===== config.mk =====
export PLATFORM = sky130hd
export DESIGN_NAME = bcd_div11_stream_ctrl
export DESIGN_NICKNAME = d
export VERILOG_FILES = /design/src/rtl/bcd_pkg.sv /design/src/rtl/bcd_word_mod11.sv /design/src/rtl/bcd_div11_stream_ctrl.sv
export SDC_FILE = /design/constraint.sdc
export NUM_CORES = 1
export LEC_CHECK = 0
export ABC_AREA = 1
export CAP_MARGIN = 10
export CORE_MARGIN = 2
export CORE_UTILIZATION = 50
export DETAILED_ROUTE_END_ITERATION = 8
export GPL_TIMING_DRIVEN = 0
export PLACE_DENSITY = 0.76
export REMOVE_ABC_BUFFERS = 1
export SYNTH_ARGS = -nofsm -noshare
export SYNTH_HDL_FRONTEND = slang
export SYNTH_HIERARCHICAL = 1
export SYNTH_SLANG_ARGS = --single-unit

===== constraint.sdc =====
create_clock -name clk -period 12.75 [get_ports clk]
set_input_delay 2.55 -clock clk [delete_from_list [all_inputs] [get_ports clk]]
set_output_delay 2.55 -clock clk [all_outputs]
set_load 0.005 [all_outputs]

===== src/rtl/bcd_pkg.sv =====
// Shared constants and types for the BCD divisibility-by-11 datapath.
package bcd_pkg;

    localparam int BCD_DIGIT_MAX = 9;
    localparam int MOD11         = 11;

    typedef logic [3:0]       bcd_digit_t;
    // Element 0 is the least significant digit (bits [3:0]).
    typedef bcd_digit_t [3:0] bcd_word_t;

    // Modular add of two residues that are both already in 0..10.
    function automatic logic [3:0] mod11_add(input logic [3:0] a, input logic [3:0] b);
        logic [4:0] sum;
        sum = {1'b0, a} + {1'b0, b};
        if (sum >= 5'(MOD11)) begin
            sum = sum - 5'(MOD11);
        end
        return sum[3:0];
    endfunction

endpackage


===== src/rtl/bcd_word_mod11.sv =====
// Residue mod 11 of one 4-digit word. Because 10^4 = 1 (mod 11), each word's
// residue can be folded into the running total independently of its position.
module bcd_word_mod11
    import bcd_pkg::*;
(
    input  bcd_word_t  word,
    output logic [3:0] rem,
    output logic       bad
);

    logic [5:0] raw;

    // Alternating digit sum, offset by 33 so the 6-bit value never underflows.
    always_comb begin
        // NOTE: every output of a combinational block gets a value on every path,
        // otherwise synthesis infers a latch to hold the old one.
        bad = 1'b0;
        raw = 6'(word[0]) + 6'(word[2]) + 6'd33 - 6'(word[1]) - 6'(word[3]);
        rem = 4'(raw % 6'(MOD11));
        for (int i = 0; i < 4; i++) begin
            if (word[i] > 4'(BCD_DIGIT_MAX)) begin
                bad = 1'b1;
            end
        end
    end

endmodule


===== src/rtl/bcd_div11_stream_ctrl.sv =====
// Streaming divisibility-by-11 controller: accumulates word residues of a
// multi-word BCD number (MS word first) and presents one held result per number.
module bcd_div11_stream_ctrl
    import bcd_pkg::*;
#(
    parameter int CNT_W      = 8,
    parameter bit STRICT_BCD = 1'b1
) (
    input  logic             clk,
    input  logic             rst,
    input  logic             clear,
    input  logic             in_valid,
    output logic             in_ready,
    input  logic [15:0]      in_data,
    input  logic             in_last,
    output logic             out_valid,
    input  logic             out_ready,
    output logic [3:0]       out_rem,
    output logic             out_div11,
    output logic             out_bad,
    output logic [CNT_W-1:0] out_words
);

    localparam logic [0:0] ST_ACCUM  = 1'b0;
    localparam logic [0:0] ST_RESULT = 1'b1;

    localparam logic [CNT_W-1:0] CNT_MAX = '1;

    logic [0:0]       state;
    logic [3:0]       acc;
    logic             bad;
    logic [CNT_W-1:0] cnt;

    logic [3:0]       word_rem;
    logic             word_bad;
    logic [3:0]       acc_nxt;
    logic             bad_nxt;
    logic [CNT_W-1:0] cnt_nxt;
    logic             accept;

    bcd_word_mod11 u_word_mod11 (
        .word (bcd_word_t'(in_data)),
        .rem  (word_rem),
        .bad  (word_bad)
    );

    // No skid buffer: a word is only taken while collecting and not being cleared.
    assign in_ready = (state == ST_ACCUM) && !clear;
    assign accept   = in_valid && in_ready;

    // Running totals including the word on the input this cycle.
    always_comb begin
        acc_nxt = mod11_add(acc, word_rem);
        bad_nxt = bad | word_bad;
        cnt_nxt = (cnt == CNT_MAX) ? cnt : cnt + 1'b1;
    end

    // Controller, accumulator and result registers.
    always_ff @(posedge clk) begin
        // NOTE: state is updated with non-blocking assignments so every register
        // samples the pre-edge values regardless of statement order.
        if (rst) begin
            state     <= ST_ACCUM;
            acc       <= '0;
            bad       <= 1'b0;
            cnt       <= '0;
            out_valid <= 1'b0;
            out_rem   <= '0;
            out_div11 <= 1'b0;
            out_bad   <= 1'b0;
            out_words <= '0;
        end else if (state == ST_ACCUM) begin
            if (clear) begin
                acc <= '0;
                bad <= 1'b0;
                cnt <= '0;
            end else if (accept) begin
                if (in_last) begin
                    // The result includes the last word; totals restart for the next number.
                    state     <= ST_RESULT;
                    out_valid <= 1'b1;
                    out_rem   <= acc_nxt;
                    out_div11 <= (acc_nxt == 4'd0) && !(STRICT_BCD && bad_nxt);
                    out_bad   <= bad_nxt;
                    out_words <= cnt_nxt;
                    acc       <= '0;
                    bad       <= 1'b0;
                    cnt       <= '0;
                end else begin
                    acc <= acc_nxt;
                    bad <= bad_nxt;
                    cnt <= cnt_nxt;
                end
            end
        end else begin
            // A completed result is held until consumed; clear is ignored here.
            if (out_ready) begin
                state     <= ST_ACCUM;
                out_valid <= 1'b0;
            end
        end
    end

endmodule


==> results.py <==
metrics = {
    "clock_tree": {
        "cts_hold_buf": 0,
        "cts_tree": "yes",
        "numCtsBuffers": 5,
        "clock_latency_ns": 0.28,
        "clock_path_buffers": 2,
        "post_cts_resized": 0,
        "post_cts_buffers": 0,
        "clkSinkCount": 29,
        "cts-root-buf": "clkbuf_8",
        "clkTransAtPathRegs_ns": 0.06,
        "h-tree-depth": 2,
    },
    "sta": {
        "worst_slack_ns": 3.92,
        "fin_hold_ws_ns": 0.474,
        "fin_crit_sh": 0.693,
        "fmax_ghz": 0.113,
        "fin_crit_ns": 8.83,
        "grt_setup_unrepaired": "no",
        "clock_skew_ns": 0.00788,
        "slew_headroom": 0.261,
        "finalMaxSlewViolations": 0,
        "finalHoldViolCount": 0,
        "final-setup-viol-count": 0,
        "setup_tns_ns": 0,
        "worst_slew_pin_slew_ns": 1.11,
    },
    "job": {
        "drv_cap": 0,
    },
    "final_layout": {
        "diodes": 0,
        "multi_input_area_um2": 1560,
        "fin_area_um2": 2900,
        "fillCellCount": 447,
        "nets": 432,
        "ff_latch_area_um2": 581,
        "area_growth_pct": 19.9,
        "layout-drive-gt1-share": 0.109,
    },
    "global_routing": {
        "antenna_found_initial": 0,
        "grt_overflow": 0,
        "grt_first_pass_wirelength_mm": 9.05,
        "track_usage": 0.208,
        "grt_max_degree": 18,
        "grt_pass1_vias": 2137,
    },
    "floorplanning": {
        "core_um2": 4690,
        "row_count": 25,
        "dieArea_um2": 5420,
        "ios": 38,
        "fp.dieW_um": 73.6,
        "initial_core_util": 0.516,
        "die_height_um": 73.6,
    },
    "synthesis": {
        "synth_xor_area_frac": 0.0181,
        "yosys-top-cells-area": "dfxtp_1, nand2_1, inv_1, ha_1, fa_1",
        "synth_top_family_by_area": "simple AND/OR/NAND/NOR gates",
        "yosysTopAreaCellShare": 0.240,
        "netlist_instances": 349,
        "syn_area_um2": 2420,
        "synth_compound_area_frac": 0.140,
        "synthAdderAreaFrac": 0.152,
        "synth_seq_area_share": 0.240,
        "synth_top_area_cell": "dfxtp_1",
        "ys_seq_elements": 29,
        "yosys.area_share.simple": 0.329,
        "syn_avg_cell_area_um2": 6.94,
        "synth.area.mux_share": 0.00620,
        "yosys_warnings": 6,
        "synth_cell_types": 31,
    },
    "drt": {
        "drt_iter0_drc": 90,
        "drt-vias-per-instance": 5.15,
        "drc_errors": 0,
        "via_count": 2270,
        "drt-wirelength-per-cell_um": 11.4,
        "routed_wl_mm": 5.04,
        "drt_pass1_iterations": 4,
        "ant_nets": 0,
    },
    "worst_setup_path": {
        "required_ns": 12.95,
        "path_class": "in2reg",
        "crit_fanout": 5,
        "crit_slowest_cell": "fa_1",
        "path_common_cell": "inv_1",
        "arrival_ns": 9.03,
        "critPathLaunchType": "primary input",
        "end_kind": "flip-flop",
        "max_stage_delay_ns": 0.51,
    },
    "placement": {
        "numPortBuffers": 37,
        "hpwl_mm": 3.97,
        "pre_cts_slack_ns": 3.65,
        "gp_congestion": 0.841,
        "placed_area_um2": 2820,
    },
    "status": {
        "status": "complete, no violations",
    },
    "hold_path": {
        "hold_class": "reg2reg",
    },
}
stage by stage:
stage / util / instances
final: 0.619 / 441
after CTS: 0.619 / 441
after global placement: 0.601 / 433
after floorplan: - / 342
after detailed placement: 0.601 / 433
after global routing: 0.619 / 441
cell type report:
cell class / count / area share
Multi-Input combinational cell: 249 / 0.538
Sequential cell: 29 / 0.200
Timing Repair Buffer: 37 / 0.128
Inverter: 64 / 0.0827
Clock buffer: 6 / 0.0250
Tap cell: 54 / 0.0233
Clock inverter: 2 / 0.00345
worst paths after layout:
path	start	endpoint	slack (ns)	cells past startpoint
min reg2reg	acc[0]	acc[0]	0.47	2
max	in_data[2]	out_div11	3.92	42
min	acc[0]	acc[0]	0.47	2
max reg2reg	acc[0]	out_div11	10.59	12
flip-flops by register name, indices dropped and copies added, names as in the netlist:
name and flops:
out_bad 1, cnt 8, state 1, out_words 8
out_rem 4, bad 1, out_div11 1, acc 4
out_valid 1
worst max-delay path: cells and delay by family:
kind / cells / cell delay (ns)
fa+ha+maj: 9 / 2.85
simple gates: 21 / 2.09
compound gates: 3 / 0.54
buf+inv: 9 / 1.01
per-layer routing:
layer,share of wire,global-route usage
met1,0.46,0.274
met2,0.47,0.346
met3,0.053,0.0398
met4,0.013,0.0606
met5,0,0
logic make-up (layout without fill, tap and decap cells):
logic type | Yosys count | after routing
adders and majority gates | 24 | 24
DFF | 29 | 29
AOI/OAI and AO/OA | 59 | 59
muxes | 1 | 1
buffers and inverters | 71 | 109
xor gates and xnor gates | 5 | 5
and+or+nand+nor | 160 | 160
layout by cell type, fill, tap and decap left out, types with 2 or more instances in the layout:
cell type,n
dfxtp_1,29
inv_1,59
nor2_1,17
ha_1,15
nor3_1,2
nand3_2,6
fa_1,9
nor2_4,2
nand2_4,5
clkbuf_8,5
clkinv_2,2
nand3b_1,2
nand4_1,2
nand3_1,28
nand2_1,80
o21ai_0,21
nand2_2,12
a21oi_1,24
inv_2,5
clkdlybuf4s50_1,37
xor2_1,5
o21bai_1,11
synth_stat cells:
cell        n
a21oi_1    24
a21oi_4     1
a2bb2oi_1   1
and2_1      1
buf_2       1
buf_4       1
buf_6       1
clkbuf_1    4
dfxtp_1    29
fa_1        9
ha_1       15
inv_1      59
inv_2       5
mux2_4      1
nand2_1    80
nand2_2    12
nand2_4     5
nand3_1    28
nand3_2     6
nand3_4     1
nand3b_1    2
nand4_1     2
nor2_1     17
nor2_2      1
nor2_4      2
nor3_1      2
nor3_2      1
o211ai_1    1
o21ai_0    21
o21bai_1   11
xor2_1      5
Power is left out: the tool's default activity adds up to more than one toggle a clock period on the data nets, which glitch-free logic cannot reach.
